$ cat config.mk
export PLATFORM = sky130hd
export DESIGN_NAME = bk_pulse_monitor
export DESIGN_NICKNAME = d
export VERILOG_FILES = /design/src/rtl/bk_mon_pkg.sv /design/src/rtl/bk_pulse_chan.sv /design/src/rtl/bk_pulse_monitor.sv
export SDC_FILE = /design/constraint.sdc
export NUM_CORES = 1
export LEC_CHECK = 0
export CORE_AREA = 2 2 233 235
export DETAILED_ROUTE_END_ITERATION = 8
export DIE_AREA = 0 0 235 237
export MAX_ROUTING_LAYER = met4
export PLACE_DENSITY = 0.51
export SLEW_MARGIN = 10
export SYNTH_ARGS = -nofsm -noshare
export SYNTH_HDL_FRONTEND = slang
export SYNTH_HIERARCHICAL = 1
export SYNTH_SLANG_ARGS = --single-unit
$ cat constraint.sdc
create_clock -name i_clk_25m -period 2.7 [get_ports i_clk_25m]
set_input_delay 0.27 -clock i_clk_25m [delete_from_list [all_inputs] [get_ports i_clk_25m]]
set_output_delay 0.27 -clock i_clk_25m [all_outputs]
set_load 0.02 [all_outputs]
$ cat src/rtl/bk_mon_pkg.sv
// bk_mon_pkg: shared types, counter widths and default qualification windows
// for the breakdown feedback pulse monitor.
package bk_mon_pkg;

   typedef enum logic [1:0] {S_WAIT, S_HIGH, S_LOW} bk_state_e;

   localparam int W_CW = 12;
   localparam int P_CW = 20;

   localparam int DEF_NCH       = 6;
   localparam int DEF_W_MIN     = 500;
   localparam int DEF_W_MAX     = 1250;
   localparam int DEF_P_MIN     = 400000;
   localparam int DEF_P_MAX     = 600000;
   localparam int DEF_T_OUT     = 1000000;
   localparam int DEF_CONFIRM_N = 3;

   function automatic logic in_win(input int v, input int lo, input int hi);
      return (v >= lo) && (v <= hi);
   endfunction

endpackage

$ cat src/rtl/bk_pulse_chan.sv
// bk_pulse_chan: one feedback channel - synchroniser, width/period counters,
// pulse qualification FSM and ok/lost/err/evt flags.
module bk_pulse_chan
   import bk_mon_pkg::*;
#(
   parameter int W_MIN     = DEF_W_MIN,
   parameter int W_MAX     = DEF_W_MAX,
   parameter int P_MIN     = DEF_P_MIN,
   parameter int P_MAX     = DEF_P_MAX,
   parameter int T_OUT     = DEF_T_OUT,
   parameter int CONFIRM_N = DEF_CONFIRM_N
) (
   input  logic i_clk_25m,
   input  logic i_rst_n,
   input  logic i_bk_pulse,
   input  logic i_err_clr,
   output logic o_bk_ok,
   output logic o_bk_lost,
   output logic o_bk_err,
   output logic o_bk_evt
);

   localparam int G_W = $clog2(CONFIRM_N + 1);

   logic            sync1_q, sync1_d, sig_s_q, sig_s_d, sig_d_q, sig_d_d;
   logic            rise_q, rise_d, fall_q, fall_d;
   logic [P_CW-1:0] p_cnt_q, p_cnt_d, per_meas_q, per_meas_d;
   logic [W_CW-1:0] w_cnt_q, w_cnt_d;
   logic [G_W-1:0]  good_q, good_d;
   logic            first_q, first_d, ok_q, ok_d, lost_q, lost_d;
   logic            err_q, err_d, evt_q, evt_d;
   bk_state_e       state_q, state_d;
   logic            tout, qual;

   always_comb begin
      sync1_d    = i_bk_pulse;
      sig_s_d    = sync1_q;
      sig_d_d    = sig_s_q;
      // edges are registered so the FSM sees them one clk after detection
      rise_d     = sig_s_q & ~sig_d_q;
      fall_d     = ~sig_s_q & sig_d_q;
      tout       = (p_cnt_q == P_CW'(T_OUT)) & ~rise_q;
      qual       = in_win(int'(w_cnt_q), W_MIN, W_MAX) &&
                   (first_q || in_win(int'(per_meas_q), P_MIN, P_MAX));
      p_cnt_d    = rise_q ? P_CW'(1) : p_cnt_q + P_CW'(~&p_cnt_q);
      per_meas_d = rise_q ? p_cnt_q : per_meas_q;
      w_cnt_d    = (state_q == S_HIGH) ? w_cnt_q + W_CW'(~&w_cnt_q) : w_cnt_q;
      state_d    = state_q;
      first_d    = first_q;
      good_d     = good_q;
      lost_d     = lost_q;
      err_d      = err_q & ~i_err_clr;
      evt_d      = 1'b0;
      if (tout) begin
         state_d = S_WAIT;
         lost_d  = 1'b1;
         err_d   = 1'b1;
         good_d  = '0;
      end else if (rise_q && state_q != S_HIGH) begin
         state_d = S_HIGH;
         w_cnt_d = W_CW'(1);
         first_d = (state_q == S_WAIT);
      end else if (fall_q && state_q == S_HIGH) begin
         state_d = S_LOW;
         evt_d   = qual;
         good_d  = qual ? good_q + G_W'(good_q != G_W'(CONFIRM_N)) : '0;
         lost_d  = lost_q & ~qual;
         err_d   = err_d | ~qual;
      end
      ok_d = (good_d == G_W'(CONFIRM_N));
   end

   always_ff @(posedge i_clk_25m or negedge i_rst_n) begin
      if (!i_rst_n) begin
         sync1_q    <= 1'b0;
         sig_s_q    <= 1'b0;
         sig_d_q    <= 1'b0;
         rise_q     <= 1'b0;
         fall_q     <= 1'b0;
         p_cnt_q    <= '0;
         per_meas_q <= '0;
         w_cnt_q    <= '0;
         good_q     <= '0;
         first_q    <= 1'b0;
         ok_q       <= 1'b0;
         lost_q     <= 1'b0;
         err_q      <= 1'b0;
         evt_q      <= 1'b0;
         state_q    <= S_WAIT;
      end else begin
         sync1_q    <= sync1_d;
         sig_s_q    <= sig_s_d;
         sig_d_q    <= sig_d_d;
         rise_q     <= rise_d;
         fall_q     <= fall_d;
         p_cnt_q    <= p_cnt_d;
         per_meas_q <= per_meas_d;
         w_cnt_q    <= w_cnt_d;
         good_q     <= good_d;
         first_q    <= first_d;
         ok_q       <= ok_d;
         lost_q     <= lost_d;
         err_q      <= err_d;
         evt_q      <= evt_d;
         state_q    <= state_d;
      end
   end

   assign o_bk_ok   = ok_q;
   assign o_bk_lost = lost_q;
   assign o_bk_err  = err_q;
   assign o_bk_evt  = evt_q;

endmodule

$ cat src/rtl/bk_pulse_monitor.sv
// bk_pulse_monitor: NCH independent breakdown feedback channel monitors
// sharing one clock, reset and error-clear strobe.
module bk_pulse_monitor
   import bk_mon_pkg::*;
#(
   parameter int NCH       = DEF_NCH,
   parameter int W_MIN     = DEF_W_MIN,
   parameter int W_MAX     = DEF_W_MAX,
   parameter int P_MIN     = DEF_P_MIN,
   parameter int P_MAX     = DEF_P_MAX,
   parameter int T_OUT     = DEF_T_OUT,
   parameter int CONFIRM_N = DEF_CONFIRM_N
) (
   input  logic           i_clk_25m,
   input  logic           i_rst_n,
   input  logic [NCH-1:0] i_bk_pulse,
   input  logic           i_err_clr,
   output logic [NCH-1:0] o_bk_ok,
   output logic [NCH-1:0] o_bk_lost,
   output logic [NCH-1:0] o_bk_err,
   output logic [NCH-1:0] o_bk_evt
);

   for (genvar c = 0; c < NCH; c++) begin : g_ch
      bk_pulse_chan #(
         .W_MIN     (W_MIN),
         .W_MAX     (W_MAX),
         .P_MIN     (P_MIN),
         .P_MAX     (P_MAX),
         .T_OUT     (T_OUT),
         .CONFIRM_N (CONFIRM_N)
      ) u_chan (
         .i_clk_25m  (i_clk_25m),
         .i_rst_n    (i_rst_n),
         .i_bk_pulse (i_bk_pulse[c]),
         .i_err_clr  (i_err_clr),
         .o_bk_ok    (o_bk_ok[c]),
         .o_bk_lost  (o_bk_lost[c]),
         .o_bk_err   (o_bk_err[c]),
         .o_bk_evt   (o_bk_evt[c])
      );
   end

endmodule

==> impl_results.md, run 1 <==
* Clk sink count at roughly 400
* Worst vdd ir at 0.000412 V
* CP cell instances: inv_1 > or4_4 > or3_1 > ha_1 > ha_1 > nand3_1 > buf_4 > nor4_1 > xnor2_1 > nor2_1
* GPL Wtd Cong at roughly 0.8
* Area growth, synth to finish at 16.2%
* Final ANT Viol Nets at 0
* Critical path's slowest cell: or4_4
* Worst Path Required at ~3.2 ns
* Fin. Hold Viols at 0
* Placed wire-length estimate at 25.5 mm
* # IOs at 33
* CP Launch Type: flop
* First-pass GRT wire length at 66.4 mm
* Starting Density at 0.346
* Async set-reset flop share out of synthesis at 1.00
* Vias in the first global route at 13.1k
* Vias per cell at 5.07
* Clock insertion delay at the later pin of the skew report at 0.58 ns
* Avg Cell Area, Syn at about 11 sq um
* Clk pin slew, worst setup/hold paths at around 0.060 ns
* Via count at approximately 13k
* CTS H-tree depth at 2
* Worst slew pin tran at between 0.6 and 0.7 ns
* Worst setup endpoint: g_ch[5].u_chan/p_cnt_q[10]
* Max-Cap Viols at 0
* P_leak at slightly above 9 nW
* Primary FF master, synth: dfrtp_1
* Total power at around 16 mW
* Yosys Warn Count at 6
* Critical Path Max Stage Delay at 0.54 ns
* Max Root-Sink Buffers at 3
* Layout cells sized above 1 at 0.162
* Root Driver: clkbuf_16
* Worst Path Max Fanout at 6
* Synth unique cells at 64
* Final worst path period need at about 2.5 ns
* CTS buffer count at 46
* Post-Layout Inst Area at ~21000 sq um
* Worst min-delay path class: in2reg
* Final slew viol count at 0
* Drc violations at 0
* Largest net degree at the start of global routing at between 70 and 80
* Setup Skew at ~0.025 ns
* Hold Slack at between 0.1 and 0.15 ns
* Util after Layout at 0.402
* Row count at between 80 and 90
* RSZ-0062 raised after global routing: false
* Most common cell type on the critical path: ha_1
* R2R Setup Slk at 0.18 ns
* FF-to-FF Start: g_ch[5].u_chan/p_cnt_q[8]
* Die Width at between 200 and 250 um
* Port Buffers at 32
* Max transition margin at 0.548
* DR iter-0 viols at 688
* Critical path origin: g_ch[5].u_chan/p_cnt_q[8]
* DRT Pass-1 Iters at 5
* Kind of critical path: reg2reg
* Cells after Synth at roughly 1.7k
* Core area at roughly 53000 sq um
* Area after DPL at around 20000 sq um
* Total GRT Usage at 0.145
* Seq/Total Area, Yosys at 0.538
* CTS tree: yes
* Nets at roughly 1.8k
* EDFF count, synth at 0
* Cell Pwr Density at ~740 nW/um^2
* Outcome: completed
* Mapped cell area at about 18000 sq um
* Die area at about 56000 sq um
* Worst Setup End Kind: flop
* Final Setup Violations at 0
* Tcrit/Tclk final at 0.932
* Total grt overflow at 0
* Max Freq at between 300 and 400 MHz
* Synth Net Count at about 1.8k
* Initial antenna violation count at 0
* Cells on worst reg2reg path at 10
* Antenna Cells at 0
* Drt total wl at roughly 38 mm
* Die Height at about 240 um
* Synth Register Bits at about 400
* Final TNS setup at 0 ns
* CP arrival at approximately 3.0 ns
* DR WL/cell at between 15 and 20 um
* RR Endpoint: g_ch[5].u_chan/p_cnt_q[10]
-- critical path, delay by kind of cell (launching register included) --
| kind | cells | cell delay, ns |
|---|---|---|
| XOR/XNOR | 1 | 0.14 |
| adder cells (fa/ha/maj) | 2 | 0.43 |
| buffers and inverters | 2 | 0.24 |
| flip-flops | 1 | 0.39 |
| AND/OR/NAND/NOR | 5 | 1.19 |
-- flip-flops by register name, indices dropped and copies added (netlist names) --
| signal | count |
|---|---|
| g_ch.u_chan/rise_q | 6 |
| g_ch.u_chan/sig_d_d | 6 |
| g_ch.u_chan/sig_s_d | 6 |
| g_ch.u_chan/o_bk_err | 6 |
| g_ch.u_chan/o_bk_ok | 6 |
| g_ch.u_chan/per_meas_q | 120 |
| g_ch.u_chan/good_q | 12 |
| g_ch.u_chan/o_bk_lost | 6 |
| g_ch.u_chan/w_cnt_q | 72 |
| g_ch.u_chan/sig_d_q | 6 |
| g_ch.u_chan/o_bk_evt | 6 |
| g_ch.u_chan/state_q | 12 |
| g_ch.u_chan/first_q | 6 |
| g_ch.u_chan/p_cnt_q | 120 |
| g_ch.u_chan/fall_q | 6 |
-- layout by cell type, fill, tap and decap left out, drive strengths merged, types with 6 or more instances in the layout --
master,count
and2,7
o22ai,7
o21ai,63
clkinv,12
o21a,6
nand3,74
a211o,13
or4,11
a311oi,7
a2111oi,9
xor2,72
o32ai,8
a211oi,13
nor2b,26
nor4,44
nand2,121
nor3,37
nand3b,13
a31oi,15
inv,58
and3,24
buf,56
or3,34
clkdlybuf4s50,31
nand2b,14
xnor2,58
a21oi,67
and4,18
or2,8
ha,24
clkbuf,64
a21o,7
nor4b,6
nand4,56
dfrtp,396
nor2,206
mux2,110
-- Yosys cell counts (all sizes together) (5+ instances only) --
cell type | n | area, sq um
a2111oi | 9 | 154
a211o | 13 | 114
a211oi | 13 | 103
a21o | 7 | 52.6
a21oi | 67 | 335
a311o | 5 | 50.1
a311oi | 7 | 61.3
a31oi | 15 | 93.8
and2 | 7 | 43.8
and3 | 24 | 150
and4 | 18 | 159
buf | 17 | 71.3
clkbuf | 43 | 161
dfrtp | 396 | 9910
ha | 24 | 300
inv | 58 | 218
mux2 | 110 | 1240
nand2 | 121 | 462
nand2b | 14 | 87.6
nand3 | 74 | 375
nand3b | 13 | 97.6
nand4 | 56 | 357
nor2 | 206 | 786
nor2b | 26 | 163
nor3 | 37 | 206
nor4 | 44 | 375
nor4b | 6 | 52.6
o21a | 6 | 45.0
o21ai | 63 | 315
o21ba | 5 | 50.1
o21bai | 5 | 37.5
o22ai | 7 | 43.8
o32ai | 8 | 100
or2 | 8 | 50.1
or3 | 34 | 213
or4 | 11 | 113
xnor2 | 58 | 508
xor2 | 72 | 631
-- kinds of logic (layout without fill, tap and decap cells) --
logic type	count (synthesis)	count (layout)	synth area share
AO/OA/AOI/OAI	241	241	0.0899
XOR/XNOR	130	130	0.0618
adder cells (fa/ha/maj)	24	24	0.0163
buffers and inverters	118	227	0.0244
flip-flops	396	396	0.538
multiplexers	111	111	0.0678
AND/OR/NAND/NOR	703	703	0.202
-- through the flow --
stage,worst slack (ns),std cells
2_1_floorplan,0.0451,1723
6_report,0.183,2528
5_1_grt,0.0110,2528
4_1_cts,0.105,2526
3_5_place_dp,0.132,2444
3_3_place_gp,0.167,2444
-- area by class of cell --
class / instances / area [sq um]
clock inverter: 17 / 188
multi-input combinational: 1209 / 8090
fill: 5132 / 31900
clock buffer: 64 / 1330
sequential: 396 / 9910
timing repair buffer: 88 / 811
inverter: 58 / 218
tap: 696 / 871
-- per-layer routing --
| metal | up-vias | GRT usage | part of all wire | wire, um |
|---|---|---|---|---|
| li1 | 6281 | - | - | - |
| met1 | 6341 | 0.193 | 0.48 | 18400 |
| met2 | 124 | 0.225 | 0.46 | 17600 |
| met3 | 69 | 0.0279 | 0.031 | 1180 |
| met4 | 0 | 0.0439 | 0.025 | 962 |
| met5 | - | - | 0 | 0 |
-- where the power goes --
| group | switching [mW] | leakage (nW) | total, mW | internal, mW |
|---|---|---|---|---|
| clock network | 2.48 | 0.749 | 6.20 | 3.72 |
| registers | 0.747 | 5.32 | 7.35 | 6.60 |
| logic | 1.32 | 3.27 | 2.39 | 1.07 |
-- worst min-delay path by stage --
stage,startpoint,end,cells after the start
floorplan,i_rst_n,g_ch[0].u_chan/fall_q,0
global placement,i_rst_n,g_ch[4].u_chan/o_bk_ok,1
detailed placement,i_rst_n,g_ch[4].u_chan/fall_q,1
CTS,i_bk_pulse[2],g_ch[2].u_chan/sig_s_d,1
global route,i_bk_pulse[2],g_ch[2].u_chan/sig_s_d,1
finish,i_bk_pulse[2],g_ch[2].u_chan/sig_s_d,1
-- what timing repair did --
action / 4_1_cts / 5_1_grt
hold endpoints to repair: 62 / 0
resized for setup: 0 / 7
setup endpoints to repair: 0 / 6
buffers inserted: 0 / 2
hold buffers: 1 / 0
No activity file was read; power rests on OpenSTA's default activity.
==> run 2, diff against run 1 <==
CORE_AREA = 2 2 195 197   (was 2 2 233 235)
DIE_AREA = 0 0 197 199   (was 0 0 235 237)
GPL_ROUTABILITY_DRIVEN = 1   (was not set)
PLACE_DENSITY = 0.68   (was 0.51)
==> run 2 against run 1 <==
Effect of this change: first-iteration DRC count grew 17%; register-to-register slack is essentially flat; cell area is 1.9% lower; critical path type unchanged; combinational power hardly changed; fmax is essentially flat; critical endpoint is now g_ch[5].u_chan/p_cnt_q[16]; core utilization up 16 points; highest routed layer unchanged; setup slack got worse by 0.00080 ns.
==> impl_results.md, run 2 (same netlist as run 1, synthesis figures left out) <==
* Top flop regs: g_ch.u_chan/p_cnt_q x120, g_ch.u_chan/per_meas_q x120, g_ch.u_chan/w_cnt_q x72
* Worst vdd ir at 0.000485 V (+18%)
* WHS Endpoint: g_ch[3].u_chan/sig_s_d
* Row count at 71 (-16%)
* CP Launch Type: flop
* First-pass GRT wire length at 61.4 mm (-7.6%)
* Placed wire-length estimate at 23.6 mm (-7.4%)
* Max Freq at 397 MHz (about the same)
* Tcrit/Tclk final at 0.933 (about the same)
* Max transition margin at 0.519 (-0.0286)
* DR iter-0 viols at 804 (+17%)
* Worst Path Required at 3.12 ns (-0.03 ns)
* CTS tree: yes
* Worst Setup End Kind: flop
* Setup Skew at 0.0201 ns (-0.00519 ns)
* Total grt overflow at 0 (unchanged)
* Drc violations at 0 (unchanged)
* Final ANT Viol Nets at 0 (unchanged)
* Vias in the first global route at 12.6k (-3.9%)
* Vias per cell at 5.61 (+11%)
* Nets at 1814 (-0.98%)
* Final worst path period need at 2.52 ns (+0.000798 ns)
* Die area at 39200 sq um (-30%)
* Cells on worst reg2reg path at 10 (unchanged)
* Largest net degree at the start of global routing at 79 (+9.7%)
* P_leak at 9.23 nW (-1.2%)
* Drt total wl at 35.5 mm (-6.8%)
* Final Setup Violations at 0 (unchanged)
* Clk sink count at 396 (unchanged)
* Max-Cap Viols at 0 (unchanged)
* Clock insertion delay at the later pin of the skew report at 0.57 ns (about the same)
* RR Endpoint: g_ch[5].u_chan/p_cnt_q[16]
* Antenna Cells at 0 (unchanged)
* Seq pwr share at 0.464 (+0.003)
* Combinational Power Share at 0.149 (about the same)
* Non-filler instance count after layout at 2287 (-9.5%)
* Port Buffers at 32 (unchanged)
* Starting Density at 0.496 (+0.150)
* Worst slew pin tran at 0.719 ns (+0.0443 ns)
* Max Root-Sink Buffers at 3 (unchanged)
* Die Height at 199 um (-16%)
* Internal Power at 11.5 mW (+0.59%)
* Fin. Hold Viols at 0 (unchanged)
* Kind of critical path: reg2reg
* # IOs at 33 (unchanged)
* Core area at 37100 sq um (-30%)
* Number of instances in the placed design at 2206 (-9.7%)
* CTS buffer count at 45 (-2.2%)
* DRT Pass-1 Iters at 5 (unchanged)
* Via count at 12.8k (+0.031%)
* Die Width at 197 um (-16%)
* R2R Setup Slk at 0.18 ns (about the same)
* CP arrival at 2.94 ns (-0.03 ns)
* Area growth, synth to finish at 14.0%
* Power share of the clock group at 0.387 (-0.002)
* Most frequent cells in the layout: dfrtp_1, nor2_1, nand2_1
* Final slew viol count at 0 (unchanged)
* DR WL/cell at 15.5 um (+3.1%)
* GPL Wtd Cong at 0.827 (+6.0%)
* Worst Path Max Fanout at 5 (-1)
* Final TNS setup at 0 ns (unchanged)
* Switching Share at 0.279 (-0.00655)
* Cell Pwr Density at 756 nW/um^2 (+1.6%)
* Total GRT Usage at 0.195 (+0.0498)
* Layout cells sized above 1 at 0.152 (-0.00934)
* Outcome: completed
* NetSw at 4.43 mW (-2.6%)
* Clk pin slew, worst setup/hold paths at 0.06 ns (about the same)
* Most common cell after layout, fill and taps aside: dfrtp_1
* Initial antenna violation count at 0 (unchanged)
* RSZ-0062 raised after global routing: false
* Hold Path Origin: i_bk_pulse[3]
* Worst min-delay path class: in2reg
* CTS H-tree depth at 2 (unchanged)
* FF-to-FF Start: g_ch[5].u_chan/p_cnt_q[8]
* Root Driver: clkbuf_16
* Hold path cells at 1 (unchanged)
-- run 2: changes by cell type in the layout (fill, tap and decap cells not counted), sizes merged --
| cell | delta |
|---|---|
| buf | -17 |
| clkinv | -6 |
| bufinv | +2 |
| clkinvlp | +1 |
| inv | +1 |
-- run 2: area by class of cell --
cell class	count	area, sq um
repair buffers	71	683
clock inverters	15	211
inverters	58	218
flip-flops and latches	396	9910
clock buffers	64	1290
fillers	3179	16100
well taps	474	593
multi-input cells	1209	8110
-- run 2: per-layer routing --
layer,track usage,share of wire,vias to the layer above,wire (um)
met1,0.265,0.48,6348,16900
met3,0.0302,0.032,67,1150
li1,-,-,6251,-
met4,0.0635,0.024,0,864
met2,0.302,0.47,153,16600
met5,-,0,-,0
-- run 2: worst max-delay path by stage --
stage                               start                    endpoint  slack [ns]  cells past startpoint
2_1_floorplan   g_ch[5].u_chan/p_cnt_q[5]  g_ch[5].u_chan/p_cnt_q[14]        0.05                     11
3_3_place_gp    g_ch[5].u_chan/p_cnt_q[6]  g_ch[5].u_chan/p_cnt_q[10]        0.19                     10
3_5_place_dp    g_ch[5].u_chan/p_cnt_q[6]  g_ch[5].u_chan/p_cnt_q[16]        0.12                     10
4_1_cts         g_ch[5].u_chan/p_cnt_q[6]  g_ch[5].u_chan/p_cnt_q[16]         0.1                     10
5_1_grt        g_ch[1].u_chan/p_cnt_q[13]  g_ch[1].u_chan/p_cnt_q[18]        0.01                     11
6_report        g_ch[5].u_chan/p_cnt_q[8]  g_ch[5].u_chan/p_cnt_q[16]        0.18                     10
-- run 2: timing repair --
| item | 4_1_cts | 5_1_grt |
|---|---|---|
| hold buffers | 1 | 0 |
| setup buffers | 0 | 1 |
| gates resized for setup | 0 | 11 |
| endpoints found under the hold margin | 59 | 0 |
| setup endpoints to repair | 0 | 13 |
-- run 2: power groups by stage --
stage / Clock [mW] / Sequential (mW) / Combinational (mW)
after global placement: 0 / 7.41 / 2.32
after CTS: 6.34 / 7.35 / 2.41
after detailed placement: 0 / 7.45 / 2.39
after global routing: 6.60 / 7.48 / 2.71
after floorplan: 0 / 7.27 / 1.74
final: 6.15 / 7.37 / 2.37
-- run 2: stage by stage --
step	setup slack, ns	power [mW]	utilization	hold WS [ns]	area, sq um
4_1_cts	0.0961	16.1	0.565	0.114	21000
3_5_place_dp	0.123	9.84	0.524	0.268	19500
2_1_floorplan	0.0451	9.01	-	-0.0256	18400
6_report	0.182	15.9	0.566	0.142	21000
3_3_place_gp	0.193	9.73	0.524	0.268	19500
5_1_grt	0.0142	16.8	0.566	0.128	21000
-- run 2: critical path: stages (launching register included) --
cell and delay (ns):
dfrtp_1 0.41, inv_1 0.09, or4_4 0.54, or3_1 0.38, ha_1 0.22, ha_1 0.22
nand3_2 0.11, buf_4 0.13, nor3_2 0.04, xnor2_1 0.16, nor2_1 0.07
==> run 3, diff against run 2 <==
ABC_CLOCK_PERIOD_IN_PS = 3100   (was not set)
PLACE_DENSITY = 0.66   (was 0.68)
clock period = 3.1 ns   (was 2.7 ns; I/O delays follow)
==> run 3 against run 2 <==
Effect of this change: sequential share of layout area up 0.50 points; non-clock buffer count shrank 22; combinational power shrank 16%; cell area is 1.1% lower; wire length shrank 1.1%; via count decreased by 0.73%; final cell count down 0.96%; hold slack gained 0.053 ns; sequential power down 13%; global-route usage is essentially flat; total power is 14% lower; critical path type unchanged.
==> impl_results.md, run 3 (same netlist as run 1, synthesis figures left out) <==
* Root Driver: clkbuf_16
* Setup Skew at 0.0135 ns (-0.00658 ns)
* # IOs at 33 (unchanged)
* Worst Setup End Kind: flop
* Die Width at 197 um (unchanged)
* Vias in the first global route at 12.6k (-0.11%)
* Worst vdd ir at 0.000366 V (-24%)
* Total grt overflow at 0 (unchanged)
* DR iter-0 viols at 695 (-14%)
* Met2 global-route usage at 0.303 (+0.000785)
* Worst slew pin tran at 0.878 ns (+0.158 ns)
* Worst min-delay path class: in2reg
* GPL Wtd Cong at 0.855 (+3.4%)
* First-pass GRT wire length at 61.6 mm (+0.39%)
* CTS tree: yes
* Largest net degree at the start of global routing at 83 (+5.1%)
* Starting Density at 0.496 (unchanged)
* Drt total wl at 35.1 mm (-1.1%)
* Met1 Resource Use GR at 0.268 (+0.00257)
* Max transition margin at 0.413 (-0.106)
* Fin. Hold Viols at 0 (unchanged)
* Die area at 39200 sq um (unchanged)
* Busiest layer in global routing: met2
* Most frequent cells in the layout: dfrtp_1, nor2_1, nand2_1
* Final worst path period need at 2.80 ns (+0.282 ns)
* Clk pin slew, worst setup/hold paths at 0.06 ns (about the same)
* Cell Pwr Density at 660 nW/um^2 (-13%)
* Total GRT Usage at 0.195 (-0.000452)
* Row count at 71 (unchanged)
* Outcome: completed
* DR WL/cell at 15.5 um (-0.18%)
* Initial antenna violation count at 0 (unchanged)
* Util after Layout at 0.560 (-0.00603)
* Max Root-Sink Buffers at 3 (unchanged)
* Port Buffers at 32 (unchanged)
* Clk sink count at 396 (unchanged)
* Core area at 37100 sq um (unchanged)
* CTS buffer count at 43 (-4.4%)
* Via count at 12.7k (-0.73%)
* Post-CTS setup buffers at 0 (unchanged)
* CP Launch Type: flop
* Drc violations at 0 (unchanged)
* Max-Cap Viols at 0 (unchanged)
* Worst Path Required at 3.51 ns (+0.39 ns)
* Layout cells sized above 1 at 0.140 (-0.0126)
* Antenna Cells at 0 (unchanged)
* P_leak at 9.13 nW (-1.1%)
* Vias per cell at 5.62 (+0.24%)
* Final ANT Viol Nets at 0 (unchanged)
* RSZ-0062 raised after global routing: false
* Top flop regs: g_ch.u_chan/p_cnt_q x120, g_ch.u_chan/per_meas_q x120, g_ch.u_chan/w_cnt_q x72
* Tcrit/Tclk final at 0.903 (-0.0293)
* Post-CTS Resized at 0 (unchanged)
* Nets at 1790 (-1.3%)
* Final slew viol count at 0 (unchanged)
* DRT Pass-1 Iters at 5 (unchanged)
* Kind of critical path: reg2reg
* Final TNS setup at 0 ns (unchanged)
* Most common cell after layout, fill and taps aside: dfrtp_1
* Clock insertion delay at the later pin of the skew report at 0.55 ns (-0.02 ns)
* Placed wire-length estimate at 23.2 mm (-1.5%)
* Area growth, synth to finish at 12.8%
* Max Freq at 357 MHz (-10%)
* Die Height at 199 um (unchanged)
* Worst Path Max Fanout at 9 (+4)
* CP arrival at 3.21 ns (+0.27 ns)
* CTS H-tree depth at 2 (unchanged)
* Global Route met3 Usage at 0.0310 (+0.000848)
* Hold_buf cts at 1 (unchanged)
* Final Setup Violations at 0 (unchanged)
==> run 3: changes by cell type in the layout (fill, tap and decap cells not counted), moves of 3 or more <==
cell / before / now
buf_4: 33 / 12
clkbuf_1: 12 / 7
clkbuf_8: 5 / 9
clkinv_2: 6 / 11
nand3_1: 70 / 73
nand3_2: 4 / 1
==> run 3: layout make-up <==
type,instances,area [sq um]
fill,3138,16300
tap,474,593
inverter,58,218
timing repair buffer,49,505
clock buffer,61,1280
multi-input combinational,1209,8070
clock inverter,18,221
sequential,396,9910
==> run 3: final timing paths <==
| check | startpoint | end | slack [ns] | depth (start not counted) |
|---|---|---|---|---|
| max | g_ch[5].u_chan/p_cnt_q[5] | g_ch[5].u_chan/p_cnt_q[14] | 0.30 | 10 |
| min | i_bk_pulse[3] | g_ch[3].u_chan/sig_s_d | 0.19 | 1 |
| max reg2reg | g_ch[5].u_chan/p_cnt_q[5] | g_ch[5].u_chan/p_cnt_q[14] | 0.30 | 10 |
| min reg2reg | g_ch[5].u_chan/sig_s_d | g_ch[5].u_chan/sig_d_d | 0.35 | 0 |
| max in group asynchronous | i_rst_n | g_ch[2].u_chan/p_cnt_q[7] | 1.83 | 3 |
| min in group asynchronous | i_rst_n | g_ch[0].u_chan/w_cnt_q[6] | 0.33 | 2 |
==> run 3: per-layer routing <==
layer,vias up,share of wire
li1,6206,-
met1,6326,0.48
met2,146,0.47
met3,48,0.028
met4,0,0.019
met5,-,0
==> run 3: power breakdown <==
group	switching [mW]	internal [mW]	total, mW
Combinational	1.12	0.877	2.00
Clock	2.03	3.28	5.32
Sequential	0.654	5.75	6.41
Total	3.81	9.91	13.7
==> run 3: critical path, cell delays in order (launching register included) <==
cell and delay (ns):
dfrtp_1 0.45, nand4_2 0.17, or4_1 0.45, or3_1 0.38
ha_1 0.22, ha_1 0.21, nand3_1 0.33, nor2_1 0.12
nand4_1 0.13, xor2_1 0.15, nor2_1 0.05
==> run 3: through the flow <==
step                      cell area [sq um]  power, mW  hold slack [ns]  worst slack, ns  cells
final                                 20800       13.7            0.195            0.300   2265
after global routing                  20800       14.5            0.175           0.0937   2265
after CTS                             20800       13.9            0.164            0.303   2265
after detailed placement              19300       8.49            0.336            0.306   2185
after global placement                19300       8.42            0.334            0.370   2185
after floorplan                       18400       7.85           0.0144            0.445   1723
